$ cat config.mk
export PLATFORM = sky130hd
export DESIGN_NAME = ahb_uart_tx_fifo_flat
export DESIGN_NICKNAME = d
export VERILOG_FILES = /design/src/rtl/ahb_uart_tx_fifo_pkg.sv /design/src/rtl/ahb_uart_tx_fifo_if.sv /design/src/rtl/uart_tx_fifo.sv /design/src/rtl/ahb_uart_tx_fifo.sv /design/src/flat_wrapper.sv
export SDC_FILE = /design/constraint.sdc
export NUM_CORES = 1
export LEC_CHECK = 0
export ABC_AREA = 1
export CORE_MARGIN = 5
export CORE_UTILIZATION = 45
export CTS_CLUSTER_SIZE = 20
export DETAILED_ROUTE_END_ITERATION = 10
export GPL_TIMING_DRIVEN = 0
export HOLD_SLACK_MARGIN = 0.08
export PLACE_DENSITY = 0.66
export SLEW_MARGIN = 20
export SYNTH_ARGS = -nofsm -noshare
export SYNTH_HDL_FRONTEND = slang
export SYNTH_SLANG_ARGS = --single-unit
$ cat constraint.sdc
create_clock -name HCLK -period 4.2 [get_ports HCLK]
set_input_delay 0.42 -clock HCLK [delete_from_list [all_inputs] [get_ports HCLK]]
set_output_delay 0.42 -clock HCLK [all_outputs]
set_load 0.05 [all_outputs]
$ cat src/rtl/ahb_uart_tx_fifo_pkg.sv
// Shared definitions for the buffered AHB-Lite UART transmitter: register
// offsets, STATUS bit positions, FSM encoding and the divider helper.
package ahb_uart_tx_fifo_pkg;

  localparam logic [1:0] ADDR_DATA    = 2'd0;
  localparam logic [1:0] ADDR_STATUS  = 2'd1;
  localparam logic [1:0] ADDR_BAUDDIV = 2'd2;
  localparam logic [1:0] ADDR_CTRL    = 2'd3;

  localparam int unsigned STAT_FULL  = 0;
  localparam int unsigned STAT_EMPTY = 1;
  localparam int unsigned STAT_BUSY  = 2;
  localparam int unsigned STAT_OVF   = 3;
  localparam int unsigned STAT_COUNT = 8;

  localparam logic [1:0] S_IDLE  = 2'd0;
  localparam logic [1:0] S_START = 2'd1;
  localparam logic [1:0] S_DATA  = 2'd2;
  localparam logic [1:0] S_STOP  = 2'd3;

  // A programmed divider of zero runs at one HCLK per bit.
  function automatic logic [15:0] eff_div(input logic [15:0] div);
    return (div == 16'd0) ? 16'd1 : div;
  endfunction

endpackage

$ cat src/rtl/ahb_uart_tx_fifo_if.sv
// AHB-Lite slave-side bus bundle for the UART transmitter.
interface ahb_uart_tx_fifo_if;
  logic        HSEL;
  logic        HREADY;
  logic [31:0] HADDR;
  logic [1:0]  HTRANS;
  logic        HWRITE;
  logic [2:0]  HSIZE;
  logic [31:0] HWDATA;
  logic        HREADYOUT;
  logic [31:0] HRDATA;
  logic        HRESP;

  modport master (
    output HSEL, HREADY, HADDR, HTRANS, HWRITE, HSIZE, HWDATA,
    input  HREADYOUT, HRDATA, HRESP
  );

  modport slave (
    input  HSEL, HREADY, HADDR, HTRANS, HWRITE, HSIZE, HWDATA,
    output HREADYOUT, HRDATA, HRESP
  );
endinterface

$ cat src/rtl/uart_tx_fifo.sv
// Synchronous byte FIFO of depth 2**AW; reset clears pointers and count only.
module uart_tx_fifo #(
  parameter int unsigned AW = 4
) (
  input  logic          clk,
  input  logic          rst_n,
  input  logic          push,
  input  logic          pop,
  input  logic [7:0]    wdata,
  output logic [7:0]    rdata,
  output logic          full,
  output logic          empty,
  output logic [AW:0]   count
);

  localparam int unsigned DEPTH = 1 << AW;

  logic [7:0]    mem_r [DEPTH];
  logic [AW-1:0] wr_ptr_r;
  logic [AW-1:0] rd_ptr_r;
  logic [AW:0]   count_r;

  // Storage array, written only on an accepted push.
  always_ff @(posedge clk) begin
    if (push) begin
      mem_r[wr_ptr_r] <= wdata;
    end
  end

  // Pointers wrap naturally; count stays put on simultaneous push and pop.
  always_ff @(posedge clk or negedge rst_n) begin
    if (!rst_n) begin
      wr_ptr_r <= {AW{1'b0}};
      rd_ptr_r <= {AW{1'b0}};
      count_r  <= {(AW+1){1'b0}};
    end else begin
      if (push) begin
        wr_ptr_r <= wr_ptr_r + AW'(1);
      end
      if (pop) begin
        rd_ptr_r <= rd_ptr_r + AW'(1);
      end
      case ({push, pop})
        2'b10:   count_r <= count_r + (AW+1)'(1);
        2'b01:   count_r <= count_r - (AW+1)'(1);
        default: count_r <= count_r;
      endcase
    end
  end

  assign rdata = mem_r[rd_ptr_r];
  assign full  = count_r[AW];
  assign empty = (count_r == {(AW+1){1'b0}});
  assign count = count_r;

endmodule

$ cat src/rtl/ahb_uart_tx_fifo.sv
// AHB-Lite UART transmitter, 8N1 LSB first, with a byte FIFO and a
// programmable HCLK-per-bit divider.
module ahb_uart_tx_fifo
  import ahb_uart_tx_fifo_pkg::*;
#(
  parameter int unsigned FIFO_AW = 4,
  parameter logic [15:0] DIV_RST = 16'd26
) (
  input  logic              HCLK,
  input  logic              HRESETn,
  ahb_uart_tx_fifo_if.slave ahb,
  output logic              UART_TX,
  output logic              TXIRQ
);

  logic             accept_s, wr_dp_s, push_req_s, push_s, pop_s;
  logic             full_s, empty_s, bit_end_s, busy_s, unused_s;
  logic [7:0]       fifo_rdata_s;
  logic [FIFO_AW:0] count_s;
  logic [15:0]      div_load_s;
  logic [31:0]      rdata_s;

  logic             dp_wr_r, dp_rd_r;
  logic [1:0]       dp_addr_r;
  logic [15:0]      baud_div_r, timer_r;
  logic             txen_r, irqen_r, ovf_r, tx_r;
  logic [1:0]       state_r;
  logic [2:0]       bit_cnt_r;
  logic [7:0]       shift_r;

  assign accept_s   = ahb.HSEL & ahb.HREADY & ahb.HTRANS[1];
  assign wr_dp_s    = dp_wr_r & ahb.HREADY;
  assign push_req_s = wr_dp_s & (dp_addr_r == ADDR_DATA);
  // A push against a full FIFO is dropped even if a pop frees a slot on the same edge.
  assign push_s     = push_req_s & ~full_s;
  assign bit_end_s  = (timer_r == 16'd0);
  assign div_load_s = eff_div(baud_div_r) - 16'd1;
  assign busy_s     = (state_r != S_IDLE);
  assign unused_s   = ^{ahb.HSIZE, ahb.HADDR[31:4], ahb.HADDR[1:0],
                        ahb.HTRANS[0], ahb.HWDATA[31:16]};

  uart_tx_fifo #(.AW(FIFO_AW)) u_fifo (
    .clk   (HCLK),
    .rst_n (HRESETn),
    .push  (push_s),
    .pop   (pop_s),
    .wdata (ahb.HWDATA[7:0]),
    .rdata (fifo_rdata_s),
    .full  (full_s),
    .empty (empty_s),
    .count (count_s)
  );

  // Address-phase capture for the following data phase.
  always_ff @(posedge HCLK or negedge HRESETn) begin
    if (!HRESETn) begin
      dp_wr_r   <= 1'b0;
      dp_rd_r   <= 1'b0;
      dp_addr_r <= 2'd0;
    end else if (ahb.HREADY) begin
      dp_wr_r   <= accept_s & ahb.HWRITE;
      dp_rd_r   <= accept_s & ~ahb.HWRITE;
      dp_addr_r <= ahb.HADDR[3:2];
    end
  end

  // Control registers and the sticky overflow flag.
  always_ff @(posedge HCLK or negedge HRESETn) begin
    if (!HRESETn) begin
      baud_div_r <= DIV_RST;
      txen_r     <= 1'b1;
      irqen_r    <= 1'b0;
      ovf_r      <= 1'b0;
    end else begin
      if (wr_dp_s && (dp_addr_r == ADDR_BAUDDIV)) begin
        baud_div_r <= ahb.HWDATA[15:0];
      end
      if (wr_dp_s && (dp_addr_r == ADDR_CTRL)) begin
        txen_r  <= ahb.HWDATA[0];
        irqen_r <= ahb.HWDATA[1];
      end
      if (push_req_s && full_s) begin
        ovf_r <= 1'b1;
      end else if (wr_dp_s && (dp_addr_r == ADDR_STATUS) && ahb.HWDATA[STAT_OVF]) begin
        ovf_r <= 1'b0;
      end
    end
  end

  // Pop when idle, or back-to-back at the end of a stop bit.
  always_comb begin
    pop_s = 1'b0;
    case (state_r)
      S_IDLE:  pop_s = txen_r & ~empty_s;
      S_STOP:  pop_s = txen_r & ~empty_s & bit_end_s;
      default: pop_s = 1'b0;
    endcase
  end

  // Frame shifter; the divider is sampled only when a bit starts.
  always_ff @(posedge HCLK or negedge HRESETn) begin
    if (!HRESETn) begin
      state_r   <= S_IDLE;
      timer_r   <= 16'd0;
      bit_cnt_r <= 3'd0;
      shift_r   <= 8'd0;
      tx_r      <= 1'b1;
    end else begin
      case (state_r)
        S_IDLE: begin
          if (pop_s) begin
            state_r <= S_START;
            tx_r    <= 1'b0;
            timer_r <= div_load_s;
            shift_r <= fifo_rdata_s;
          end
        end
        S_START: begin
          if (bit_end_s) begin
            state_r   <= S_DATA;
            tx_r      <= shift_r[0];
            timer_r   <= div_load_s;
            bit_cnt_r <= 3'd0;
          end else begin
            timer_r <= timer_r - 16'd1;
          end
        end
        S_DATA: begin
          if (bit_end_s) begin
            timer_r <= div_load_s;
            if (bit_cnt_r == 3'd7) begin
              state_r <= S_STOP;
              tx_r    <= 1'b1;
            end else begin
              shift_r   <= {1'b0, shift_r[7:1]};
              tx_r      <= shift_r[1];
              bit_cnt_r <= bit_cnt_r + 3'd1;
            end
          end else begin
            timer_r <= timer_r - 16'd1;
          end
        end
        S_STOP: begin
          if (bit_end_s) begin
            if (pop_s) begin
              state_r <= S_START;
              tx_r    <= 1'b0;
              timer_r <= div_load_s;
              shift_r <= fifo_rdata_s;
            end else begin
              state_r <= S_IDLE;
              tx_r    <= 1'b1;
            end
          end else begin
            timer_r <= timer_r - 16'd1;
          end
        end
        default: begin
          state_r <= S_IDLE;
          tx_r    <= 1'b1;
        end
      endcase
    end
  end

  // Read mux driven from the registered data-phase address.
  always_comb begin
    rdata_s = 32'd0;
    if (dp_rd_r) begin
      case (dp_addr_r)
        ADDR_STATUS: begin
          rdata_s[STAT_FULL]                  = full_s;
          rdata_s[STAT_EMPTY]                 = empty_s;
          rdata_s[STAT_BUSY]                  = busy_s;
          rdata_s[STAT_OVF]                   = ovf_r;
          rdata_s[STAT_COUNT +: (FIFO_AW+1)]  = count_s;
        end
        ADDR_BAUDDIV: rdata_s[15:0] = baud_div_r;
        ADDR_CTRL:    rdata_s[1:0]  = {irqen_r, txen_r};
        default:      rdata_s       = 32'd0;
      endcase
    end else begin
      rdata_s = 32'd0;
    end
  end

  assign ahb.HRDATA    = rdata_s;
  assign ahb.HREADYOUT = 1'b1;
  assign ahb.HRESP     = 1'b0;
  assign UART_TX       = tx_r;
  assign TXIRQ         = irqen_r & empty_s & ~busy_s;

endmodule

$ cat src/flat_wrapper.sv
// flat-port wrapper written by rule: the top's interface ports become plain ports
module ahb_uart_tx_fifo_flat import ahb_uart_tx_fifo_pkg::*;
#(
  parameter int unsigned FIFO_AW = 4,
  parameter logic [15:0] DIV_RST = 16'd26
)
  (HCLK, HRESETn, UART_TX, TXIRQ, ahb_HSEL, ahb_HREADY, ahb_HADDR, ahb_HTRANS, ahb_HWRITE, ahb_HSIZE, ahb_HWDATA, ahb_HREADYOUT, ahb_HRDATA, ahb_HRESP);
  ahb_uart_tx_fifo_if ahb_i ();
  input  logic HCLK;
  input  logic HRESETn;
  output logic UART_TX;
  output logic TXIRQ;
  input wire logic [$bits(ahb_i.HSEL)-1:0] ahb_HSEL;
  input wire logic [$bits(ahb_i.HREADY)-1:0] ahb_HREADY;
  input wire logic [$bits(ahb_i.HADDR)-1:0] ahb_HADDR;
  input wire logic [$bits(ahb_i.HTRANS)-1:0] ahb_HTRANS;
  input wire logic [$bits(ahb_i.HWRITE)-1:0] ahb_HWRITE;
  input wire logic [$bits(ahb_i.HSIZE)-1:0] ahb_HSIZE;
  input wire logic [$bits(ahb_i.HWDATA)-1:0] ahb_HWDATA;
  output wire logic [$bits(ahb_i.HREADYOUT)-1:0] ahb_HREADYOUT;
  output wire logic [$bits(ahb_i.HRDATA)-1:0] ahb_HRDATA;
  output wire logic [$bits(ahb_i.HRESP)-1:0] ahb_HRESP;
  assign ahb_i.HSEL = ahb_HSEL;
  assign ahb_i.HREADY = ahb_HREADY;
  assign ahb_i.HADDR = ahb_HADDR;
  assign ahb_i.HTRANS = ahb_HTRANS;
  assign ahb_i.HWRITE = ahb_HWRITE;
  assign ahb_i.HSIZE = ahb_HSIZE;
  assign ahb_i.HWDATA = ahb_HWDATA;
  assign ahb_HREADYOUT = ahb_i.HREADYOUT;
  assign ahb_HRDATA = ahb_i.HRDATA;
  assign ahb_HRESP = ahb_i.HRESP;
  ahb_uart_tx_fifo #(.FIFO_AW(FIFO_AW), .DIV_RST(DIV_RST)) u_core (.HCLK(HCLK), .HRESETn(HRESETn), .ahb(ahb_i), .UART_TX(UART_TX), .TXIRQ(TXIRQ));
endmodule
# ---- Yosys cells after proc, flatten, opt, wreduce, memory -nomap -nowiden
# Memories as Yosys holds them, arrays and structs flattened.
# Index checks and enable logic that the tools add are counted.
# Widths: inputs -> output; s select.
dict set report word_totals {
  reg_bits 66
  mem_bits_rw 128
  input_bits 74
  word_cells 113
  memories 1
}
# name words word_bits read_ports rd_ports_with_merged_regs wr line_no
set mem_list {}
lappend mem_list {u_core.u_fifo.mem_r 16 8 1 0 1 uart_tx_fifo.sv:18} ;# logic [7:0] mem_r [DEPTH];
dict set report classes {
  addsub 7
  eq_ne 15
  muxes 40
  bitwise 15
  n_reduce_logical 20
}
# operator count
set ops {}
lappend ops {{$mux 16} 5}
lappend ops {{$pmux 16 s3} 1}
lappend ops {{$logic_not 16->1} 2}
lappend ops {{$mux 8} 4}
lappend ops {{$sub 16x1->16 const B} 2}
lappend ops {{$pmux 8 s3} 1}
lappend ops {{$pmux 5 s2} 2}
lappend ops {{$mux 3} 4}
lappend ops {{$reduce_and 4->1} 3}
lappend ops {{$and 1x1->1} 11}
lappend ops {{$mux 1} 11}
lappend ops {{$eq 2x2->1 const B} 5}
lappend ops {{$mux 2} 5}
lappend ops {{$add 4x1->4 const B} 2}
lappend ops {{$ne 2x1->1 const B} 4}
lappend ops {{$pmux 2 s4} 1}
lappend ops {{$reduce_bool 2->1} 4}
lappend ops {{$eq 2x1->1 const B} 3}
lappend ops {{$pmux 2 s3} 1}
lappend ops {{$pmux 3 s2} 1}
lappend ops {{$add 5x1->5 const B} 1}
lappend ops {{$logic_and 1x1->1} 5}
lappend ops {{$logic_not 5->1} 1}
lappend ops {{$reduce_and 5->1} 1}
lappend ops {{other kinds (12)} 17}

# ---- Depth between registers and ports, before layout
# Gate-level depths: netlist of run 1.
dict set report logic_depth {
  ltp_word 8
  ltp_mapped 18
  depth_no_buf 17
}

# ---- Modules after synthesis
# A second synthesis of run 1 with hierarchy kept.
dict set report hier_totals {
  cells_unflattened 1083
  area_unflattened_um2 9965.8
}
# module instances cells_each area_each_um2
set modules_own_cells {}
lappend modules_own_cells {uart_tx_fifo 1 515 6008.3}
lappend modules_own_cells {ahb_uart_tx_fifo 1 568 3957.5}

# ---- Least setup slack after synthesis of run 1
# OpenSTA, ideal clock, no wires.
dict set report synth_timing {
  path_type {reg2reg}
  startpoint {reg u_core.timer_r[0]}
  endpoint {reg u_core.u_fifo.count_r[4] (netlist: u_core.u_fifo.count[4])}
  setup_time_ns 0.079
  arrival_time_ns 2.582
  path_slack_ns 1.538
  path_stages_with_launch 19
  cell_sequence {dfrtp_1 inv_1 ha_1 nand2_2 nor2_4 nand4_2 a21oi_4 buf_4 ha_1 inv_1 fa_1 inv_1 a21oi_1 nor2_1 nor2_1 nand2_1 nand2_1 nor2_1 xor2_1}
}
dict set report synth_between {
  elab_chain_cells 5
}
# element line_no
set synth_rtl {}
lappend synth_rtl {{start: declaration} ahb_uart_tx_fifo.sv:25} ;# logic [15:0] baud_div_r, timer_r;
lappend synth_rtl {{start signal: assignment} ahb_uart_tx_fifo.sv:114} ;# timer_r <= div_load_s;
lappend synth_rtl {{start signal: assignment} ahb_uart_tx_fifo.sv:122} ;# timer_r <= div_load_s;
lappend synth_rtl {{start signal: assignment} ahb_uart_tx_fifo.sv:125} ;# timer_r <= timer_r - 16'd1;
lappend synth_rtl {{$logic_not 16->1 *} ahb_uart_tx_fifo.sv:36} ;# assign bit_end_s = (timer_r == 16'd0);
lappend synth_rtl {{$and 1x1->1 *} ahb_uart_tx_fifo.sv:95} ;# S_STOP: pop_s = txen_r & ~empty_s & bit_end_s;
lappend synth_rtl {{$pmux 1 s2 *} ahb_uart_tx_fifo.sv:93} ;# case (state_r)
lappend synth_rtl {{$eq 2x1->1 or $eq 2x2->1 (tied branches)} uart_tx_fifo.sv:43} ;# case ({push, pop})
lappend synth_rtl {{$pmux 5 s2 or $reduce_bool 2->1 (tied branches)} n/a}
lappend synth_rtl {{end signal: assignment} uart_tx_fifo.sv:44} ;# 2'b10: count_r <= count_r + (AW+1)'(1);
lappend synth_rtl {{end signal: assignment} uart_tx_fifo.sv:45} ;# 2'b01: count_r <= count_r - (AW+1)'(1);
lappend synth_rtl {{end signal: assignment} uart_tx_fifo.sv:46} ;# default: count_r <= count_r;
lappend synth_rtl {{end: declaration} uart_tx_fifo.sv:21} ;# logic [AW:0] count_r;
# Every way passes the cells marked *; elsewhere a longest branch is shown, timed or not.
# A chain may end at the register's enable or synchronous reset.

# ---- Worst setup path in the final report of run 1
dict set report layout_timing {
  startpoint {reg u_core.state_r[0]}
  endpoint {out ahb_HRDATA[2]}
}
dict set report layout_between {
  elab_chain_cells 3
}
# element line_no
set layout_rtl {}
lappend layout_rtl {{start: declaration} ahb_uart_tx_fifo.sv:27} ;# logic [1:0] state_r;
lappend layout_rtl {{start signal: assignment} ahb_uart_tx_fifo.sv:103} ;# state_r <= S_IDLE;
lappend layout_rtl {{start signal: assignment} ahb_uart_tx_fifo.sv:112} ;# state_r <= S_START;
lappend layout_rtl {{start signal: assignment} ahb_uart_tx_fifo.sv:120} ;# state_r <= S_DATA;
lappend layout_rtl {{$reduce_bool 2->1} ahb_uart_tx_fifo.sv:38} ;# assign busy_s = (state_r != S_IDLE);
lappend layout_rtl {{$pmux 2 s2} ahb_uart_tx_fifo.sv:170} ;# case (dp_addr_r)
lappend layout_rtl {{$mux 16} ahb_uart_tx_fifo.sv:169} ;# if (dp_rd_r) begin
lappend layout_rtl {{end: declaration} flat_wrapper.sv:21} ;# output wire logic [$bits(ahb_i.HRDATA)-1:0] ahb_HRDATA;
# Every way passes these cells.

==> results of run 1 <==
-- layout by cell type (no fill, tap or decap), types with 20 or more instances in the layout --
cell type / n
sky130_fd_sc_hd__a21oi_1: 29
sky130_fd_sc_hd__clkbuf_16: 20
sky130_fd_sc_hd__clkdlybuf4s50_1: 40
sky130_fd_sc_hd__nand3_1: 61
sky130_fd_sc_hd__xor2_1: 20
sky130_fd_sc_hd__inv_1: 85
sky130_fd_sc_hd__o211ai_1: 30
sky130_fd_sc_hd__dfrtp_1: 61
sky130_fd_sc_hd__buf_4: 21
sky130_fd_sc_hd__nand2_1: 193
sky130_fd_sc_hd__edfxtp_1: 128
sky130_fd_sc_hd__ha_1: 22
sky130_fd_sc_hd__o21ai_0: 113
sky130_fd_sc_hd__clkbuf_1: 21
sky130_fd_sc_hd__nor2_1: 168
-- cell families (layout without fill, tap and decap cells) --
group,Yosys count,after routing,synth area share (%)
AOI/OAI and AO/OA,200,200,11.9
buffers and inverters,149,224,6.83
other,2,18,0.0769
xor gates and xnor gates,23,23,2.06
muxes,3,3,0.346
and+or+nand+nor,458,458,19.4
DFF,194,194,56.3
adders and majority gates,23,23,3.02
-- layout make-up --
class                   instances  area (sq um)  share of cell area [%]
clock buffers                  21           514                    4.57
inverters                      91           342                    3.04
clock inverters                11           119                    1.06
flip-flops and latches        194          5500                    48.9
multi-input cells             725          3660                    32.5
repair buffers                 43           445                    3.96
plain buffers                  58           325                    2.89
well taps                     275           344                    3.06
-- flip-flops by register name (all words and copies together) (netlist names), 2 cells and up --
register,cells
u_core.u_fifo.mem_r,128
u_core.bit_cnt_r,3
u_core.shift_r,8
u_core.baud_div_r,16
u_core.state_r,2
u_core.timer_r,16
u_core.u_fifo.rd_ptr_r,4
u_core.u_fifo.wr_ptr_r,4
u_core.u_fifo.count,5
u_core.dp_addr_r,2
-- routing by layer --
| metal | up-vias | track usage, % | share of wire [%] | wire length (microns) |
|---|---|---|---|---|
| met5 | - | 0 | 0 | 0 |
| met4 | 0 | 7.37 | 2.8 | 689 |
| met3 | 56 | 4.26 | 7.3 | 1810 |
| met2 | 300 | 33.8 | 47 | 11500 |
| met1 | 3645 | 28.3 | 43 | 10800 |
| li1 | 3682 | - | - | - |
-- cells in the mapped netlist, types with 14 or more instances --
| master | instances |
|---|---|
| sky130_fd_sc_hd__inv_1 | 85 |
| sky130_fd_sc_hd__a21oi_1 | 29 |
| sky130_fd_sc_hd__dfrtp_1 | 61 |
| sky130_fd_sc_hd__edfxtp_1 | 128 |
| sky130_fd_sc_hd__buf_4 | 20 |
| sky130_fd_sc_hd__buf_2 | 14 |
| sky130_fd_sc_hd__clkbuf_1 | 21 |
| sky130_fd_sc_hd__nand3_1 | 61 |
| sky130_fd_sc_hd__nor2_1 | 168 |
| sky130_fd_sc_hd__nand2_1 | 193 |
| sky130_fd_sc_hd__o21ai_0 | 113 |
| sky130_fd_sc_hd__o211ai_1 | 30 |
| sky130_fd_sc_hd__ha_1 | 22 |
| sky130_fd_sc_hd__xor2_1 | 20 |
-- worst min path at each step --
stage | end | start | depth (start not counted)
2_1_floorplan | u_core.baud_div_r[0]$_DFFE_PN0P_ | HRESETn | 0
3_3_place_gp | u_core.bit_cnt_r[2]$_DFFE_PN0P_ | u_core.bit_cnt_r[2]$_DFFE_PN0P_ | 1
3_5_place_dp | u_core.timer_r[9]$_DFF_PN0_ | HRESETn | 1
4_1_cts | u_core.timer_r[9]$_DFF_PN0_ | HRESETn | 2
5_1_grt | u_core.timer_r[9]$_DFF_PN0_ | HRESETn | 2
6_report | u_core.timer_r[9]$_DFF_PN0_ | HRESETn | 2
-- power breakdown --
group / total [mW] / leakage [nW] / internal [mW] / switching [mW]
clock network: 1.71 / 0.313 / 0.919 / 0.796
registers: 2.47 / 1.96 / 2.27 / 0.203
logic: 2.80 / 2.31 / 0.894 / 1.91
total: 6.99 / 4.58 / 4.08 / 2.90
-- worst register-to-register path, delay by kind of cell (launching register included) --
kind                       cells  cell delay [ns]
AOI/OAI and AO/OA              2             0.37
xor gates and xnor gates       1             0.15
and+or+nand+nor                6             0.58
buffers and inverters          5             0.66
adders and majority gates      3             0.94
DFF                            1             0.45
==> impl_metrics.toml, run 1 <==
[place]
buffers_added_on_ports = 41
dp.cells = 1385
gp_routability_congestion = 0.912
hpwl_microns = 17600
detailedPlace.worstSlack_ns = 0.955
detailed_place.area_sq_um = 10600

[detailed_routing]
drtIter0Drc = 729
detail_route.first_pass.iterations = 6
detailed_route_wire_length_microns = 24800
route.vias.total = 7683
wl_per_cell_microns = 17.5
post_drt_via_cell_ratio = 5.42
post-route-drc-count = 0
ant_nets = 0

[worst_setup_path]
timing.critical_path.to_type = "primary output"
worstPathRequired_ns = 3.78
slowest_delay_ns = 0.83
timing_worst_setup_path_type = "flop to primary output"
worst-r2r-setup-slack_ns = 0.98
start_kind = "flop"
crit_start = "u_core.state_r[0]$_DFFE_PN0P_"
critical_path_peak_fanout = 10
r2r_start = "u_core.state_r[0]$_DFFE_PN0P_"
critical_path_s_top_delay_family = "buffers and inverters"
reg2regPathDepth = 17
worst_r2r_endpoint = "u_core.u_fifo.count[4]$_DFFE_PN0P_"
cp.buffers_inverters = 4
path_depth = 7
critical-path-top-cell-by-count = "sky130_fd_sc_hd__inv_1"
crit_slowest_cell = "sky130_fd_sc_hd__clkdlybuf4s50_1"
worstSetupEndpoint = "ahb_HRDATA[2]"
timing.critical_path.arrival_ns = 3.06
path_cells = "inv_1, ha_1, inv_1, clkbuf_1, a22oi_1, nor2_1, clkdlybuf4s50_1"

[synthesis]
synth-async-reset-ratio_pct = 34.0
synth_cells = 1052
synth_cell_type_count = 46
synth_edf_count = 128
synth-seq-area-share_pct = 56.3
synth_area_leader_cell = "sky130_fd_sc_hd__edfxtp_1"
netlist_area_sq_um = 9770
yosys_most_used_dff = "sky130_fd_sc_hd__edfxtp_1"
ys.warnings.count = 0
ys_ff_latch = 194
postSynthAreaPerCell_sq_um = 9.28
netlist_top_cells_area = "sky130_fd_sc_hd__edfxtp_1, sky130_fd_sc_hd__dfrtp_1, sky130_fd_sc_hd__nand2_1"
synth_top_area_share_pct = 39.4

[cells_and_area]
area.growth.synth_to_final_pct = 15.2
final_design_area_no_fill_sq_um = 11200
fillerInstances = 1951
finish.cell_count_without_fillers = 1418
drive_gt1_share_pct = 8.75
nNetsFinal = 1227
utilization_pct = 53.0
n_antenna_cell = 0

[sta]
post-route-worst-setup-slack_ns = 0.724
final_hold_violation_count = 0
final.period_utilization_pct = 82.8
final_period_minus_worst_setup_slack_ns = 3.48
finClkSkew_ns = 0.0150
max_slew.worst_pin.slew_ns = 0.936
totalNegativeSetupSlack_ns = 0
grt_setup_unrepaired = "false"
hold_slack_ns = 0.406
maxClockFrequency_ghz = 0.288
slew_viol_final = 0
worst_slew_margin_rel_pct = 37.4
setup-violations-final = 0

[die]
placeableCoreArea_sq_um = 21200
initial_utilization_pct = 46.0
floorplan.io_pins = 110
chipWidth_microns = 157
die-area_sq_um = 24700
placementRows = 53
die_y_microns = 157

[clock_tree]
postCtsSetupRepairBufs = 0
clk_pin_slew_worst_paths_ns = 0.08
root_buffer = "sky130_fd_sc_hd__clkbuf_16"
cts-hold-fix-buffers = 1
cts_num_sinks = 194
post_cts.resized_instances = 0
clk-insertion-delay-late_ns = 0.44
htreeDepth = 4
tritoncts_clock_tree = "done"
cts.path.max_buffers = 2
cts_made_buffers = 17

[hold_path]
worst_hold_path_type = "input port to asynchronous set/reset pin"

[global_routing]
grt_usage_pct = 20.9
number_of_antenna_violations_at_the_first_check_in_global_routing = 0
vias_in_the_first_global_route = 7641
grt_start_max_net_pins = 47
grt_overflow = 0
grt_pass1_wl_microns = 40100

[pwr]
power_density_nw_per_um2 = 621
p_leak_nw = 4.58
power_mw = 6.99
ir_drop_mv = 0.339

[job]
drv.max_cap_violation_count = 0

[outcome]
outcome = "finished, final reports clean"
Note: power is estimated with default switching activity, not from simulation.
==> run 2: changes to the inputs <==
- clock period: 4.2 -> 3.6 ns (I/O delays scaled with it)
==> results of run 2 <==
Same layout as run 1 (identical final DEF). Status: finished, final reports clean.
Among the figures that moved: setup slack after placement 0.955 ns -> 0.355 ns; setup slack after layout 0.724 ns -> 0.184 ns; hold slack 0.406 ns -> 0.346 ns; register-to-register setup slack 0.98 ns -> 0.38 ns; total power 6.99 mW -> 8.15 mW; worst IR drop on VDD 0.339 mV -> 0.396 mV
==> run 3: changes to the inputs <==
- HOLD_SLACK_MARGIN: 0.08 -> 0.05
==> results of run 3 <==
Same layout as run 1 (identical final DEF). Status: finished, final reports clean.
Among the figures that moved: setup slack after placement 0.955 ns -> 0.355 ns; setup slack after layout 0.724 ns -> 0.184 ns; hold slack 0.406 ns -> 0.346 ns; register-to-register setup slack 0.98 ns -> 0.38 ns; total power 6.99 mW -> 8.15 mW; worst IR drop on VDD 0.339 mV -> 0.396 mV
